==> config.mk <==
export PLATFORM = sky130hd
export DESIGN_NAME = alu_issue_stage
export DESIGN_NICKNAME = d
export VERILOG_FILES = /design/src/rtl/mips_pkg.sv /design/src/rtl/alu_control.sv /design/src/rtl/alu_issue_stage.sv
export SDC_FILE = /design/constraint.sdc
export NUM_CORES = 1
export LEC_CHECK = 0
export ABC_AREA = 1
export CAP_MARGIN = 30
export CORE_UTILIZATION = 40
export CTS_BUF_LIST = sky130_fd_sc_hd__clkbuf_16
export CTS_CLUSTER_DIAMETER = 50
export DETAILED_ROUTE_END_ITERATION = 10
export PLACE_DENSITY = 0.78
export SETUP_SLACK_MARGIN = 0.3
export SYNTH_ARGS = -nofsm -noshare
export SYNTH_HDL_FRONTEND = slang
export SYNTH_SLANG_ARGS = --single-unit
==> constraint.sdc <==
create_clock -name clk -period 1.95 [get_ports clk]
set_input_delay 0.195 -clock clk [delete_from_list [all_inputs] [get_ports clk]]
set_output_delay 0.195 -clock clk [all_outputs]
set_load 0.005 [all_outputs]
==> src/rtl/mips_pkg.sv <==
// Shared MIPS decode constants: main-decoder ALU classes, R-type funct
// codes and the 4-bit ALU operation codes used by issue and execute.
package mips_pkg;

   // Main-decoder ALU class carried on alu_op
   typedef enum logic [1:0] {
      ALUOP_ADD   = 2'b00,
      ALUOP_SUB   = 2'b01,
      ALUOP_RTYPE = 2'b10,
      ALUOP_OR    = 2'b11
   } alu_op_e;

   // R-type function field values understood by the ALU
   localparam logic [5:0] FUNCT_ADD = 6'b100000;
   localparam logic [5:0] FUNCT_SUB = 6'b100010;
   localparam logic [5:0] FUNCT_AND = 6'b100100;
   localparam logic [5:0] FUNCT_OR  = 6'b100101;
   localparam logic [5:0] FUNCT_SLT = 6'b101010;
   localparam logic [5:0] FUNCT_NOR = 6'b100111;

   // 4-bit ALU operation codes
   localparam logic [3:0] ALU_AND     = 4'b0000;
   localparam logic [3:0] ALU_OR      = 4'b0001;
   localparam logic [3:0] ALU_ADD     = 4'b0010;
   localparam logic [3:0] ALU_SUB     = 4'b0110;
   localparam logic [3:0] ALU_SLT     = 4'b0111;
   localparam logic [3:0] ALU_NOR     = 4'b1100;
   localparam logic [3:0] ALU_ILLEGAL = 4'b1111;

endpackage : mips_pkg

==> src/rtl/alu_control.sv <==
// ALU-control decode: maps the main-decoder class and the R-type funct
// field onto a 4-bit ALU opcode, flagging funct codes the ALU cannot run.
module alu_control
   import mips_pkg::*;
(
   input  logic [1:0] alu_op,
   input  logic [5:0] funct,
   output logic [3:0] opcode,
   output logic       illegal
);

   // Class decode first, funct decode only for R-type instructions
   always_comb begin
      opcode  = ALU_ADD;
      illegal = 1'b0;
      case (alu_op_e'(alu_op))
         ALUOP_ADD: opcode = ALU_ADD;
         ALUOP_SUB: opcode = ALU_SUB;
         ALUOP_OR:  opcode = ALU_OR;
         ALUOP_RTYPE: begin
            case (funct)
               FUNCT_ADD: opcode = ALU_ADD;
               FUNCT_SUB: opcode = ALU_SUB;
               FUNCT_AND: opcode = ALU_AND;
               FUNCT_OR:  opcode = ALU_OR;
               FUNCT_SLT: opcode = ALU_SLT;
               FUNCT_NOR: opcode = ALU_NOR;
               default: begin
                  opcode  = ALU_ILLEGAL;
                  illegal = 1'b1;
               end
            endcase
         end
      endcase
   end

endmodule : alu_control

==> src/rtl/alu_issue_stage.sv <==
// ALU issue stage: resolves forwarded operands, extends the immediate,
// decodes the ALU opcode and registers the result in a single
// valid/ready pipeline register feeding the EX stage.
module alu_issue_stage
   import mips_pkg::*;
#(
   parameter int DATA_W = 32,
   parameter int REG_AW = 5
)(
   input  logic              clk,
   input  logic              rst_n,
   // decode side
   input  logic              in_valid,
   output logic              in_ready,
   input  logic [REG_AW-1:0] rs_addr,
   input  logic [REG_AW-1:0] rt_addr,
   input  logic [REG_AW-1:0] rd_addr,
   input  logic [DATA_W-1:0] rs_data,
   input  logic [DATA_W-1:0] rt_data,
   input  logic [15:0]       imm,
   input  logic              zero_ext,
   input  logic              alu_src,
   input  logic [1:0]        alu_op,
   input  logic [5:0]        funct,
   // forwarding sources
   input  logic              exmem_wr,
   input  logic              memwb_wr,
   input  logic [REG_AW-1:0] exmem_rd,
   input  logic [REG_AW-1:0] memwb_rd,
   input  logic [DATA_W-1:0] exmem_data,
   input  logic [DATA_W-1:0] memwb_data,
   // pipeline control
   input  logic              flush,
   // EX side
   output logic              out_valid,
   input  logic              out_ready,
   output logic [DATA_W-1:0] alu_a,
   output logic [DATA_W-1:0] alu_b,
   output logic [3:0]        alu_opcode,
   output logic [REG_AW-1:0] out_rd,
   output logic              illegal
);

   // Handshake: a beat moves whenever valid and ready are both high on a
   // rising edge; valid never waits on ready, and a producer holding
   // valid keeps its payload stable until the beat moves. in_ready is
   // high when the register is empty or is being drained this cycle, so
   // a new instruction can follow every cycle. flush overrides both
   // sides: nothing is accepted, the held beat is dropped, data holds.

   logic [DATA_W-1:0] fwd_rs;
   logic [DATA_W-1:0] fwd_rt;
   logic [DATA_W-1:0] imm_ext;
   logic [DATA_W-1:0] opnd_b;
   logic [3:0]        dec_opcode;
   logic              dec_illegal;
   logic              exmem_hit_rs;
   logic              memwb_hit_rs;
   logic              exmem_hit_rt;
   logic              memwb_hit_rt;
   logic              load;

   assign in_ready = !out_valid || out_ready;
   assign load     = in_valid && in_ready && !flush;

   // Register 0 is hard-wired zero, so a write aimed at it never forwards
   assign exmem_hit_rs = exmem_wr && (exmem_rd == rs_addr) && (rs_addr != '0);
   assign memwb_hit_rs = memwb_wr && (memwb_rd == rs_addr) && (rs_addr != '0);
   assign exmem_hit_rt = exmem_wr && (exmem_rd == rt_addr) && (rt_addr != '0);
   assign memwb_hit_rt = memwb_wr && (memwb_rd == rt_addr) && (rt_addr != '0);

   // Forwarding muxes: the younger EX/MEM result wins over MEM/WB
   always_comb begin
      fwd_rs = rs_data;
      fwd_rt = rt_data;
      if (exmem_hit_rs) begin
         fwd_rs = exmem_data;
      end else if (memwb_hit_rs) begin
         fwd_rs = memwb_data;
      end
      if (exmem_hit_rt) begin
         fwd_rt = exmem_data;
      end else if (memwb_hit_rt) begin
         fwd_rt = memwb_data;
      end
   end

   // Immediate extension and B-operand select
   always_comb begin
      imm_ext = {{(DATA_W-16){imm[15] & ~zero_ext}}, imm};
      opnd_b  = alu_src ? imm_ext : fwd_rt;
   end

   alu_control u_alu_control (
      .alu_op  (alu_op),
      .funct   (funct),
      .opcode  (dec_opcode),
      .illegal (dec_illegal)
   );

   // Output pipeline register: flush drops the beat, load captures, drain clears
   always_ff @(posedge clk or negedge rst_n) begin
      if (!rst_n) begin
         out_valid  <= 1'b0;
         alu_a      <= '0;
         alu_b      <= '0;
         alu_opcode <= 4'b0000;
         out_rd     <= '0;
         illegal    <= 1'b0;
      end else if (flush) begin
         out_valid  <= 1'b0;
      end else if (load) begin
         out_valid  <= 1'b1;
         alu_a      <= fwd_rs;
         alu_b      <= opnd_b;
         alu_opcode <= dec_opcode;
         out_rd     <= rd_addr;
         illegal    <= dec_illegal;
      end else if (out_ready) begin
         out_valid  <= 1'b0;
      end
   end

endmodule : alu_issue_stage

Word level (Yosys, flattened, before mapping):

Index checks and enable logic that the tools add are counted.

* $add $sub $neg: 0
* multipliers: 0
* divide/modulo/power cells: 0
* order comparisons: 0
* equal/unequal tests: 13
* shifts and indexed selects: 0
* multiplexer cells: 12
* bitwise gates (word level): 3
* reduce and logical (&&, ||, !) cells: 19

Operators with widths (count)
* $mux 32: 5
* $eq 6x6->1 const B: 6
* $pmux 4 s6: 1
* $eq 5x5->1: 4
* $pmux 4 s4: 1
* $logic_and 1x1->1: 10
* $reduce_bool 5->1: 2
* $reduce_or 6->1: 1
* $mux 1: 5
* $eq 2x2->1 const B: 2
* $reduce_bool 3->1: 1
* $eq 2x1->1 const B: 1
* $logic_not 1->1: 2
* $logic_not 2->1: 1
* $not 1->1: 2
* $reduce_and 2->1: 1
* $and 1x1->1: 1
* $logic_or 1x1->1: 1

* flip-flop bits (word level): 75
* latch bits: 0
* memory bits (writable): 0
* memory bits (read-only): 0
* bits of input ports: 186
* memories: 0

Logic depth before layout (Yosys ltp):

Gate-level depths: netlist of the first run.

* word-level depth: 6
* gate-level depth with buffers: 13
* depth with buffers taken out: 12

Hierarchy:

A second synthesis of the first run with hierarchy kept.

* cells, all modules: 885
* area total of the unflattened synthesis: 5858.1 µm²

By module, submodules not included
* alu_issue_stage: instances 1, cells each 848, area an instance 5676.7 µm², sequential area each 1876.8 µm²
* alu_control: instances 1, cells each 37, area an instance 181.4 µm², sequential area each 0.0 µm²

Worst setup path after synthesis of the first run:

No wires, ideal clock.

* path kind: flip-flop to flip-flop
* start: register out_valid
* end: register alu_b[16]
* library setup time: 0.127 ns
* data arrival time: 1.302 ns
* path slack: 0.521 ns
* stages on the path, launching flop included: 8
* path buffers: 1
* period minus slack after synthesis: 1.429 ns
* path through: dfrtp_1 inv_1 nor2_1 nor3_2 inv_2 a31oi_2 buf_2 a21oi_2

* word-level cells in the longest chain between the ends: 5

RTL lines
* start, declared: line alu_issue_stage.sv:35 `output logic out_valid,`
* start signal, assigned: line alu_issue_stage.sv:104 `out_valid <= 1'b0;`
* start signal, assigned: line alu_issue_stage.sv:111 `out_valid <= 1'b0;`
* start signal, assigned: line alu_issue_stage.sv:113 `out_valid <= 1'b1;`
* $logic_not 1->1: line alu_issue_stage.sv:63 `assign in_ready = !out_valid || out_ready;`
* $logic_or 1x1->1: line alu_issue_stage.sv:63
* $logic_and 1x1->1 (2 in a row): line alu_issue_stage.sv:64 `assign load = in_valid && in_ready && !flush;`
* $reduce_and 2->1 (no source line)
* end signal, assigned: line alu_issue_stage.sv:115 `alu_b <= opnd_b;`
* end, declared: line alu_issue_stage.sv:38 `output logic [DATA_W-1:0] alu_b,`

Every way passes these cells.
A chain may end at the register's enable or synchronous reset.

Final worst setup path of the first run:

* start: register out_valid
* end: output in_ready

* word-level cells in the longest chain between the ends: 2

RTL lines
* $logic_not 1->1: line alu_issue_stage.sv:63
* $logic_or 1x1->1: line alu_issue_stage.sv:63
* end, declared: line alu_issue_stage.sv:14 `output logic in_ready,`

Every way passes these cells.

==> impl_results.rst, run 1 <==
.. list-table::
   :header-rows: 1

   * - Metric
     - Value
   * - Setup repair after global routing missed its margin
     - yes
   * - Share of layout cells above drive strength 1
     - 11.2%
   * - Xor/xnor cell area share of the yosys netlist
     - 0.308%
   * - NumNets Final
     - 1,314
   * - CTS clk-pin slew, worst paths
     - 0.06 ns
   * - Worst path buffer plus inverter count
     - 3
   * - Skew-Pair Late Insertion Delay
     - 0.35 ns
   * - Number of enable flip-flop cells after synthesis
     - 0
   * - Reg2reg start
     - out_valid$_DFFE_PN0P_
   * - Synth top cells by count
     - nand2_1 (315), nand3_1 (137), inv_1 (96)
   * - Multiplexer fraction of the synthesized cell area
     - 0%
   * - Ports
     - 262
   * - Via count of the first global-routing pass
     - 6,272
   * - Total number of placement rows
     - 43
   * - Maximum vdd drop
     - 376 uV
   * - Cell chain of the critical path
     - inv_1 > nor2_4 > inv_1 > clkdlybuf4s50_1
   * - Status
     - completed
   * - Worst slew margin relative to its limit
     - 67.0%
   * - Synthesized netlist cell count
     - 874
   * - Worst Tran Pin Value
     - 0.495 ns
   * - Data required time at the worst endpoint
     - 1.75 ns
   * - IO Port Bufs
     - 261
   * - Final worst clock skew
     - 0.00571 ns
   * - Final routed DRC violation total
     - 0
   * - Reg-to-Reg End
     - alu_b[21]$_DFFE_PN0P_
   * - Most frequent cell after synthesis
     - nand2_1
   * - Final instance count without filler cells
     - 1,313
   * - Mapped cell area
     - 0.00569 mm2
   * - Sinks on Clock Net
     - 75
   * - Highest clock frequency the design can meet
     - 608 MHz
   * - H-tree depth reported by CTS
     - 3
   * - Final Cell Area
     - 0.00901 mm2
   * - Post-synthesis share of cell area spent on full adders, half adders and majority gates
     - 0%
   * - CTS tree
     - done
   * - Die extent in x
     - 121 um
   * - Total of fill cells in the finished design
     - 1,272
   * - Final weighted congestion in routability-driven placement
     - 0.935
   * - Post-route clock period utilization
     - 84.3%
   * - Largest net degree at the start of global routing
     - 48
   * - GRT overflow
     - 0
   * - Clock network fraction of design power
     - 33.5%
   * - Height of the die
     - 121 um
   * - Mean instance size in the synthesized netlist
     - 6.51 um2
   * - Routed vias/inst
     - 5.10
   * - Clock buffer count from CTS
     - 9
   * - Iter 0 DRT Violations
     - 429
   * - Post-synthesis sequential element count
     - 75
   * - Setup crit end kind
     - output port
   * - Detail-routed net length per standard cell
     - 16.7 um
   * - Initial antenna violation count
     - 0
   * - Portion of total power attributed to combinational logic
     - 32.9%
   * - Initial Utilization
     - 41.0%
   * - Critical path startpoint category
     - flip-flop
   * - Area Growth Syn to Fin
     - 58.4%
   * - Core Box Area
     - 0.0139 mm2
   * - Slowest-stage cell, CP
     - clkdlybuf4s50_1
   * - Count of vias placed by the detailed router
     - 6,694
   * - Most frequent cell on the critical path
     - inv_1
   * - Number of cells traversed by the worst register-to-register path
     - 7
   * - Worst min-delay path category
     - in2async
   * - Power spent charging and discharging nets
     - 1.70 mW
   * - Router iterations before antenna repair
     - 5
   * - Cell area reported after detailed placement
     - 0.00859 mm2
   * - Slack of the worst reg-to-reg path
     - 0.49 ns
   * - Portion of the post-synthesis area used by sequential elements
     - 33.0%
   * - Hpwl dp
     - 16,300 um
   * - Area share of the largest cell type after synthesis
     - 33.0%
   * - Total Routing Usage GR
     - 30.1%
   * - Number of max-slew violations in the final report
     - 0
   * - Primary FF master, synth
     - dfrtp_1
   * - CTS max path bufs
     - 2
   * - Worst Path Arrival
     - 1.45 ns
   * - Compound-cell area share of the yosys netlist
     - 7.98%
   * - Fraction of the mapped netlist area in simple logic gates
     - 45.3%
   * - Shortest period the worst path allows
     - 1.64 ns
   * - Cell family contributing the most delay on the critical path
     - buffers and inverters
   * - Worst setup path category
     - reg2out
   * - Dominant cell type by area after synthesis
     - dfrtp_1
   * - Placed cell count
     - 1,295
   * - Critical path's largest stage delay
     - 0.49 ns
   * - PD cells
     - 648 mW/mm2
   * - Wire length after detailed routing
     - 21,900 um
   * - Main combinational cell family by area after synthesis
     - simple AND/OR/NAND/NOR gates
   * - Post-synth cell types
     - 33
   * - Switch share
     - 29.2%
   * - Total inserted antenna cells
     - 0
   * - Area contributors post-synth
     - dfrtp_1 (33%), nand2_1 (21%), nand3_1 (12%)
   * - Final hold violation count
     - 0
   * - Proportion of register bits with asynchronous set or reset after synthesis
     - 100%
   * - Net count of the mapped netlist
     - 1,060
   * - Clock root cell
     - clkbuf_16
   * - Yosys synthesis warning count
     - 0
   * - Seq pwr share
     - 33.6%
   * - Wire length of the first global-routing pass
     - 33,700 um
   * - Final setup violation count
     - 0
   * - Max_cap viols
     - 0
   * - Leak Pwr
     - 4.51 nW
   * - Area enclosed by the die boundary
     - 0.0147 mm2
   * - Maximum fanout encountered on the critical timing path
     - 2
   * - Pint
     - 4.14 mW
   * - Antenna Violating Nets Remaining
     - 0
-- cell type report --
| cell class | instances | area (um2) | area share, % |
|---|---|---|---|
| clock buffers | 9 | 225 | 2.50 |
| clock inverters | 7 | 115 | 1.28 |
| inverters | 112 | 423 | 4.69 |
| multi-input cells | 634 | 3080 | 34.2 |
| flip-flops and latches | 75 | 1880 | 20.8 |
| well taps | 180 | 225 | 2.50 |
| repair buffers | 296 | 3070 | 34.0 |
-- power groups by stage --
stage | registers, mW | logic, mW | clock network (mW)
after floorplan | 1.99 | 0.684 | 0
after global placement | 1.98 | 1.89 | 0
after detailed placement | 1.98 | 1.91 | 0
after CTS | 1.96 | 1.92 | 1.97
after global routing | 1.99 | 2.10 | 2.06
final | 1.96 | 1.92 | 1.96
-- logic make-up after synthesis --
logic type | count (synthesis)
AND/OR/NAND/NOR | 558
buffers and inverters | 165
flip-flops | 75
AO/OA/AOI/OAI | 74
XOR/XNOR | 2
-- flip-flops by register name, summed over array words and instances (netlist names) --
name	count
alu_a	32
alu_b	32
out_rd	5
alu_opcode	4
illegal	1
out_valid	1
-- timing repair --
action                                  4_1_cts  5_1_grt
resized for setup                             1       13
hold endpoints to repair                     33        0
buffers inserted                              0        1
pin swaps                                     0        2
hold buffers                                  1        0
endpoints found under the setup margin        1       46
-- worst max path at each step --
stage	from	end	slack, ns	depth (start not counted)
after floorplan	out_valid$_DFFE_PN0P_	alu_b[16]$_DFFE_PN0P_	0.52	7
after global placement	memwb_rd[3]	alu_a[24]$_DFFE_PN0P_	-0.01	11
after detailed placement	memwb_rd[3]	alu_b[31]$_DFFE_PN0P_	-0.01	10
after CTS	out_valid$_DFFE_PN0P_	in_ready	0.30	4
after global routing	out_valid$_DFFE_PN0P_	in_ready	0.23	4
final	out_valid$_DFFE_PN0P_	in_ready	0.31	4
-- per-layer routing --
metal,global-route usage [%],wire [um],vias up,part of all wire (%)
met3,6.81,2170,35,9.9
met4,9.57,472,0,2.2
met1,38.6,8830,3047,40
met5,0,0,-,0
li1,-,-,3251,-
met2,50.0,10400,361,48
-- metrics by stage --
stage | setup slack (ns) | util, % | hold WS [ns] | power [mW] | setup TNS [ns]
global placement | -0.0115 | 61.9 | 0.188 | 3.88 | -0.0115
detailed placement | -0.0111 | 61.9 | 0.192 | 3.89 | -0.0111
global route | 0.230 | 64.9 | 0.398 | 6.14 | 0
finish | 0.307 | 64.9 | 0.376 | 5.84 | 0
floorplan | 0.521 | - | -0.101 | 2.67 | 0
CTS | 0.301 | 64.4 | 0.391 | 5.86 | 0
-- cells in the final DEF (no fill, tap or decap), drive strengths merged --
cell,synthesis,layout
a21oi,64,64
a31oi,1,1
buf,41,35
bufinv,0,3
clkbuf,12,9
clkdlybuf4s50,0,258
clkinv,1,3
clkinvlp,0,1
dfrtp,75,75
dlygate4sd3,0,1
dlymetal6s2s,0,2
inv,111,112
nand2,322,322
nand3,159,159
nand3b,10,10
nand4,4,4
nor2,61,61
nor3,2,2
o211ai,1,1
o21ai,3,3
o22ai,3,3
o31ai,1,1
o41ai,1,1
xnor2,1,1
xor2,1,1
Note: power is estimated with default switching activity, not from simulation.
==> inputs of run 2 (changes only) <==
- CORE_UTILIZATION: 40 -> 38
- clock period: 1.95 -> 1.5 ns (I/O delays scaled with it)
==> run 2 against run 1 <==
Against the previous run: via count is 6.9% higher; sequential share of layout area is 2.2 points lower; non-clock buffer count is 61 higher; utilization is 4.3 points higher; routed wire length is 11% higher; critical path depth is 6 higher; power is 29% higher; setup slack worse by 0.25 ns; cell count is 4.9% higher.
==> impl_results.rst, run 2 (synthesized netlist as in run 1, its figures left out) <==
.. list-table::
   :header-rows: 1

   * - Metric
     - Value
   * - Critical path's largest stage delay
     - 0.39 ns
   * - Cell chain of the critical path
     - inv_2 > nor2_4 > nor3_4 > inv_4 > buf_12 > nor2_4 > nand2_1 > nor2_1 > nor2_1 > nand2_1
   * - Worst min-delay path category
     - in2reg
   * - Top library cells by usage in the layout, fill and taps aside
     - nand2_1 (295), clkdlybuf4s50_1 (162), nand3_1 (133)
   * - Final routed DRC violation total
     - 0
   * - Worst Tran Pin Value
     - 0.531 ns
   * - Clock root cell
     - clkbuf_16
   * - Initial Utilization
     - 39.0%
   * - Worst Path Arrival
     - 1.72 ns
   * - GRT overflow
     - 0
   * - Count of vias placed by the detailed router
     - 7,153
   * - PD cells
     - 747 mW/mm2
   * - Share of layout cells above drive strength 1
     - 22.2%
   * - Critical path destination
     - alu_opcode[2]$_DFFE_PN0P_
   * - Detail-routed net length per standard cell
     - 17.6 um
   * - Hpwl dp
     - 16,900 um
   * - Biggest regs
     - alu_a: 32 flops, alu_b: 32 flops, out_rd: 5 flops
   * - Final setup violation count
     - 0
   * - Worst setup path start
     - out_valid$_DFFE_PN0P_
   * - CTS clk-pin slew, worst paths
     - 0.06 ns
   * - Post-route clock period utilization
     - 96.1%
   * - Number of max-slew violations in the final report
     - 0
   * - CTS max path bufs
     - 2
   * - Maximum fanout encountered on the critical timing path
     - 20
   * - Final worst clock skew
     - 0.00276 ns
   * - Max_cap viols
     - 0
   * - Highest clock frequency the design can meet
     - 694 MHz
   * - Core Box Area
     - 0.0146 mm2
   * - Routed vias/inst
     - 5.19
   * - Antenna Violating Nets Remaining
     - 0
   * - Critical path startpoint category
     - flip-flop
   * - Skew-Pair Late Insertion Delay
     - 0.34 ns
   * - CTS tree
     - done
   * - Setup repair after global routing missed its margin
     - yes
   * - Iter 0 DRT Violations
     - 501
   * - Leak Pwr
     - 5.16 nW
   * - Shortest period the worst path allows
     - 1.44 ns
   * - Slack of the worst reg-to-reg path
     - 0.06 ns
   * - Hold Worst Slack
     - 0.357 ns
   * - Total number of placement rows
     - 44
   * - Area Growth Syn to Fin
     - 77.5%
   * - Final Cell Area
     - 0.0101 mm2
   * - Status
     - completed
   * - Reg2reg start
     - out_valid$_DFFE_PN0P_
   * - Cell depth of the worst min-delay path
     - 3
   * - Wire length of the first global-routing pass
     - 37,600 um
   * - Data required time at the worst endpoint
     - 1.78 ns
   * - Sinks on Clock Net
     - 75
   * - Total Routing Usage GR
     - 31.2%
   * - Wire length after detailed routing
     - 24,200 um
   * - Area enclosed by the die boundary
     - 0.0155 mm2
   * - Ports
     - 262
   * - Most common library cell in the layout ignoring fill and taps
     - nand2_1
   * - NumNets Final
     - 1,375
   * - Clock buffer count from CTS
     - 9
   * - Initial antenna violation count
     - 1
   * - Worst slew margin relative to its limit
     - 64.2%
   * - Final hold violation count
     - 0
   * - Maximum vdd drop
     - 552 uV
   * - Largest net degree at the start of global routing
     - 76
   * - Router iterations before antenna repair
     - 5
   * - Number of cells traversed by the worst register-to-register path
     - 10
   * - IO Port Bufs
     - 261
   * - Slowest-stage cell, CP
     - dfrtp_1
   * - Height of the die
     - 124 um
   * - Worst setup path category
     - reg2reg
   * - Die extent in x
     - 124 um
   * - Setup crit end kind
     - flip-flop
   * - Via count of the first global-routing pass
     - 7,051
   * - Cell area reported after detailed placement
     - 0.00901 mm2
   * - Final weighted congestion in routability-driven placement
     - 0.875
   * - Reg-to-Reg End
     - alu_opcode[2]$_DFFE_PN0P_
   * - H-tree depth reported by CTS
     - 3
[run 2: changes by cell type in the layout (fill, tap and decap cells not counted), moves of 11 or more]
cell and delta:
clkdlybuf4s50_1 -96, a21oi_1 -43, nand2_2 +12, buf_6 +13, buf_4 +21, buf_12 +11
nand2_1 -20, a21oi_2 +38, dlygate4sd2_1 +85
[run 2: worst min-delay path by stage]
stage	start	endpoint	slack, ns
3_3_place_gp	rst_n	alu_opcode[3]$_DFFE_PN0P_	0.21
3_5_place_dp	rst_n	alu_opcode[3]$_DFFE_PN0P_	0.21
2_1_floorplan	rst_n	alu_a[0]$_DFFE_PN0P_	-0.15
4_1_cts	rd_addr[4]	out_rd[4]$_DFFE_PN0P_	0.35
5_1_grt	rd_addr[4]	out_rd[4]$_DFFE_PN0P_	0.35
6_report	rd_addr[4]	out_rd[4]$_DFFE_PN0P_	0.36
[run 2: layout make-up]
cell class,count,area (um2)
multi-input cells,634,3430
flip-flops and latches,75,1880
clock buffers,9,225
repair buffers,357,3840
fillers,1236,4490
diodes,1,2.50
inverters,112,425
clock inverters,5,72.6
well taps,184,230
[run 2: critical path: cells and delay by family, from the launching register on]
| family | cells | cell delay (ns) |
|---|---|---|
| and+or+nand+nor | 7 | 0.65 |
| DFF | 1 | 0.39 |
| buffers and inverters | 3 | 0.35 |
[run 2: through the flow]
stage               total power [mW]  setup WS (ns)  cells  setup TNS, ns  util [%]
finish                          7.54         0.0590   1377              0      69.2
global route                    7.90        -0.0255   1377        -0.0534      69.2
CTS                             7.43         0.0898   1371              0      67.6
detailed placement              5.16         -0.379   1325         -21.18      61.7
global placement                5.13         -0.376   1325         -20.77      61.7
floorplan                       3.54          0.242    874              0         -
[run 2: routing by layer]
layer | global-route usage, % | vias up | wire, um
met2 | 52.5 | 388 | 11600
met3 | 5.71 | 67 | 2020
met4 | 13.9 | 0 | 915
met1 | 38.7 | 3316 | 9670
li1 | - | 3382 | -
met5 | 0 | - | 0
[run 2: power breakdown]
part	switching, mW	internal (mW)	leakage [nW]
sequential	0.207	2.35	0.904
combinational	1.25	1.44	4.10
clock	0.872	1.42	0.154
[run 2: what timing repair did]
item | in CTS | in global routing
setup buffers | 22 | 4
pin swaps | 26 | 12
resized for setup | 176 | 53
endpoints found under the hold margin | 75 | 0
endpoints found under the setup margin | 150 | 78
gates cloned | 9 | 1
hold buffers | 1 | 0
==> variant 1: new RTL, flow settings as in run 2 <==
Change the parameter `DATA_W` from 32 to 24.
--- a/src/rtl/alu_issue_stage.sv
+++ b/src/rtl/alu_issue_stage.sv
@@ -4,7 +4,7 @@
 module alu_issue_stage
    import mips_pkg::*;
 #(
-   parameter int DATA_W = 32,
+   parameter int DATA_W = 24,
    parameter int REG_AW = 5
 )(
    input  logic              clk,
Ports: changed (6 resized); port bits go from 262 to 214. No check against the original RTL was run, so the function may have changed too.
==> variant 1 against run 2 <==
  * Maximum frequency is 2.3% lower
  * Worst setup slack worse by 0.034 ns
  * Sequential cell count is 16 lower
  * Design area is 13% lower
  * Via count is 14% lower
  * Clock power is 14% lower
  * Area after synthesis is 12% lower
  * Total power is 15% lower
  * Wire length is 16% lower
  * Sequential share of layout area is 1.8 points lower
  * Count of clock-buffer cells in the layout stayed put
  * Die area is 12% lower
  * Global-route usage is 2.3 points lower
  * Largest power group unchanged
  * Highest routed layer unchanged
==> variant 1: results (changes against run 2) <==
wirelength, routed = 20.38 mm (was 24.21 mm)
post-CTS setup-driven buffer insertion count = 29 (was 22)
placed cell count = 1140 (was 1325)
registers with the highest flip-flop counts = alu_a: 24 flops, alu_b: 24 flops, out_rd: 5 flops (was alu_a: 32 flops, alu_b: 32 flops, out_rd: 5 flops)
pin count of the biggest net entering global routing = 43 (was 76)
dominant cells by area after synthesis = sky130_fd_sc_hd__dfrtp_1 (30%), sky130_fd_sc_hd__nand2_1 (16%), sky130_fd_sc_hd__nand3_1 (9.9%), sky130_fd_sc_hd__inv_1 (9.6%), sky130_fd_sc_hd__nand3_2 (8.4%) (was sky130_fd_sc_hd__dfrtp_1 (33%), sky130_fd_sc_hd__nand2_1 (21%), sky130_fd_sc_hd__nand3_1 (12%), sky130_fd_sc_hd__inv_1 (6.3%), sky130_fd_sc_hd__a21oi_1 (4.1%))
minimum clock period = 1.475 ns (was 1.441 ns)
final net count = 1185 (was 1375)
Hold Slack = 0.3039 ns (was 0.3568 ns)
DPL Wire Length = 13.69 mm (was 16.86 mm)
clock tree skew after final layout = 0.003024 ns (was 0.002765 ns)
via-per-instance ratio = 5.123 (was 5.195)
Worst Max-Slew Pin Slew = 0.4788 ns (was 0.5305 ns)
Setup WS pre-CTS = -0.3671 ns (was -0.3792 ns)
delay of the slowest cell on the worst path = 0.37 ns (was 0.39 ns)
Worst R2R Path Depth = 9 (was 10)
initial antenna violation count = 0 (was 1)
gate family responsible for the most delay along the worst path = buffers and inverters (was simple AND/OR/NAND/NOR gates)
sequential fraction of the synthesis area = 29.62% (was 32.98%)
end point of the critical path = alu_a[1] (was alu_opcode[2])
HP Class = input pin to async pin (was input pin to flop)
worst-case vdd ir drop = 0.5576 mV (was 0.5518 mV)
P_leak = 4.476 nW (was 5.158 nW)
number of cells upsized or downsized after cts = 124 (was 176)
result of the run = finished, final reports clean (unchanged)
wire length of the first global-routing pass = 29.70 mm (was 37.65 mm)
initial detailed-routing violation count = 444 (was 501)
-- variant 1: stage by stage --
stage,utilization [%],total power (W),instance area [um^2]
3_3_place_gp,59.55,0.004150,7576
4_1_cts,65.90,0.006213,8384
6_report,69.23,0.006400,8807
3_5_place_dp,59.55,0.004178,7576
5_1_grt,69.23,0.006713,8807
2_1_floorplan,-,0.002891,5057
-- variant 1: layer usage --
metal	GRT usage (%)	share of wire, %
met3	7.888	10
met1	31.90	36
met2	51.05	49
met4	14.26	4.3
met5	0	0
-- variant 1: area by class of cell --
| type | instances | area [um^2] | area share, % |
|---|---|---|---|
| Clock buffer | 9 | 225.2 | 2.557 |
| Clock inverter | 6 | 48.80 | 0.5541 |
| Inverter | 138 | 525.5 | 5.967 |
| Multi-Input combinational cell | 514 | 2965 | 33.67 |
| Sequential cell | 59 | 1476 | 16.76 |
| Tap cell | 172 | 215.2 | 2.444 |
| Timing Repair Buffer | 309 | 3351 | 38.05 |
-- variant 1: cells by family after synthesis --
| group | count (synthesis) | share of synthesized area [%] |
|---|---|---|
| simple gates | 453 | 45.73 |
| buf+inv | 176 | 16.62 |
| flops | 59 | 29.62 |
| compound gates | 57 | 7.505 |
| xor+xnor | 3 | 0.5272 |
-- variant 1: power by group through the flow --
| stage | Clock [W] | Sequential (W) | Combinational [W] |
|---|---|---|---|
| 2_1_floorplan | 0 | 0.00205 | 0.000845 |
| 3_3_place_gp | 0 | 0.00204 | 0.00211 |
| 3_5_place_dp | 0 | 0.00205 | 0.00213 |
| 4_1_cts | 0.00198 | 0.00200 | 0.00223 |
| 5_1_grt | 0.00206 | 0.00205 | 0.00260 |
| 6_report | 0.00197 | 0.00202 | 0.00241 |
==> variant 2: new RTL, settings of run 2 <==
Without the edit above. Reset style: synchronous (`rst_n`), changed in one clocked block.
--- a/src/rtl/alu_issue_stage.sv
+++ b/src/rtl/alu_issue_stage.sv
@@ -99,7 +99,7 @@
    );
 
    // Output pipeline register: flush drops the beat, load captures, drain clears
-   always_ff @(posedge clk or negedge rst_n) begin
+   always_ff @(posedge clk) begin
       if (!rst_n) begin
          out_valid  <= 1'b0;
          alu_a      <= '0;
Check against the original RTL: differs if rst_n is asserted again (counterexample within 4 cycles, from zero or initial values and one cycle with rst_n low); with rst_n held inactive, the same outputs for 4 cycles.
==> variant 2 against run 2 <==
  * Area after synthesis is 9.8% lower
  * Via count is 7.5% higher
  * Critical path type unchanged
  * Utilization is 5.8 points higher
  * Wire length is 10% higher
  * Largest power group is now registers
  * Critical path depth stayed put
  * Clock power is 4% lower
  * Worst setup slack worse by 0.016 ns
  * Sequential share of layout area is 3.1 points lower
  * Global-route usage is 6.1 points higher
  * Sequential cell count stayed put
  * Design area is 2.0% lower
  * Total power is 12% lower
  * Count of clock-buffer cells in the layout stayed put
==> variant 2: results (changes against run 2) <==
syn avg cell area = 5.858 um^2 (was 6.511 um^2)
# diodes = 0 (was 1)
Cell Count, Final, Fillers Out = 1365 (was 1377)
result of the run = finished, final reports clean (unchanged)
placed cell count = 1302 (was 1325)
final-layout fill cell count = 1015 (was 1236)
Synth Net Count = 1062 (was 1060)
Worst Max-Slew Pin Slew = 0.5234 ns (was 0.5305 ns)
initial antenna violation count = 0 (was 1)
post-detailed-placement cell area = 8193 um^2 (was 9009 um^2)
initial detailed-routing violation count = 830 (was 501)
Internal Power = 0.004544 W (was 0.005217 W)
sequential fraction of the synthesis area = 29.26% (was 32.98%)
cell types with the highest counts after synthesis = sky130_fd_sc_hd__nand2_1 (196), sky130_fd_sc_hd__nand3_1 (143), sky130_fd_sc_hd__inv_1 (110), sky130_fd_sc_hd__nor2_1 (88), sky130_fd_sc_hd__a21oi_1 (85) (was sky130_fd_sc_hd__nand2_1 (315), sky130_fd_sc_hd__nand3_1 (137), sky130_fd_sc_hd__inv_1 (96), sky130_fd_sc_hd__dfrtp_1 (75), sky130_fd_sc_hd__nor2_1 (53))
Data arrival, critical path = 1.69 ns (was 1.72 ns)
RD Place Congestion = 0.9217 (was 0.8751)
delay of the slowest cell on the worst path = 0.33 ns (was 0.39 ns)
top flip-flop cell by instance count after synthesis = sky130_fd_sc_hd__dfxtp_1 (was sky130_fd_sc_hd__dfrtp_1)
P_leak = 4.866 nW (was 5.158 nW)
dominant cells by area after synthesis = sky130_fd_sc_hd__dfxtp_1 (29%), sky130_fd_sc_hd__nand2_1 (14%), sky130_fd_sc_hd__nand3_1 (14%), sky130_fd_sc_hd__a21oi_1 (8.3%), sky130_fd_sc_hd__inv_1 (8.0%) (was sky130_fd_sc_hd__dfrtp_1 (33%), sky130_fd_sc_hd__nand2_1 (21%), sky130_fd_sc_hd__nand3_1 (12%), sky130_fd_sc_hd__inv_1 (6.3%), sky130_fd_sc_hd__a21oi_1 (4.1%))
fraction of synthesis flops using an asynchronous set or reset pin = 0% (was 100.0%)
Setup WS pre-CTS = -0.5121 ns (was -0.3792 ns)
All-Layer GR Usage = 37.22% (was 31.17%)
worst-case vdd ir drop = 0.4963 mV (was 0.5518 mV)
via count of the first global-routing pass = 7577 (was 7051)
pin count of the biggest net entering global routing = 33 (was 76)
wire length of the first global-routing pass = 40.02 mm (was 37.65 mm)
DPL Wire Length = 16.62 mm (was 16.86 mm)
Distinct cells, synth = 27 (was 33)
wirelength, routed = 26.74 mm (was 24.21 mm)
layout cell share with drive strength beyond 1 = 25.48% (was 22.23%)
maximum fanout count along the critical path = 7 (was 20)
clock tree skew after final layout = 0.007188 ns (was 0.002765 ns)
gate family responsible for the most delay along the worst path = buffers and inverters (was simple AND/OR/NAND/NOR gates)
worst setup path start = out_valid (unchanged)
-- variant 2: layout make-up --
cell class	instances	area [um^2]	share of cell area [%]
repair buffers	357	3879	39.21
multi-input cells	625	3470	35.07
flip-flops and latches	75	1534	15.51
inverters	115	483.0	4.882
clock buffers	9	225.2	2.276
well taps	176	220.2	2.226
clock inverters	7	62.56	0.6324
repair inverters	1	20.02	0.2024
-- variant 2: what timing repair did --
action / 4_1_cts / 5_1_grt
buffers inserted: 22 / 3
resized for setup: 402 / 53
cloned: 22 / 0
pin swaps: 62 / 11
endpoints found under the setup margin: 151 / 77
-- variant 2: routing by layer --
layer  vias to the layer above  track usage, %  wire (um)
met5                         -               0          0
met4                         0           24.04       1986
met3                       166           8.156       2978
met2                       618           64.34      12570
met1                      3437           41.13       9212
li1                       3466               -          -
-- variant 2: power groups by stage --
stage          sequential [W]  combinational [W]  clock, W
2_1_floorplan         0.00224           0.000678         0
6_report              0.00223            0.00220   0.00220
3_3_place_gp          0.00224            0.00174         0
5_1_grt               0.00224            0.00233   0.00229
4_1_cts               0.00222            0.00207   0.00217
3_5_place_dp          0.00224            0.00175         0
-- variant 2: path summary, 6_finish.rpt --
kind / endpoint / slack (ns)
setup / recovery: out_rd[1] / 0.04
hold / removal: alu_b[12] / 0.17
setup reg to reg: out_rd[1] / 0.04
hold reg to reg: alu_b[6] / 0.48
-- variant 2: logic make-up (layout without fill, tap and decap cells) --
family | count (synthesis) | after routing | synth area share [%]
compound gates | 158 | 158 | 15.90
buf+inv | 176 | 489 | 14.24
xor+xnor | 2 | 2 | 0.3414
flops | 75 | 75 | 29.26
simple gates | 465 | 465 | 40.26
-- variant 2: worst min-delay path: cells and delay by family --
family	cells	cell delay, ns
AOI/OAI and AO/OA	2	0.13
buffers and inverters	1	0.20
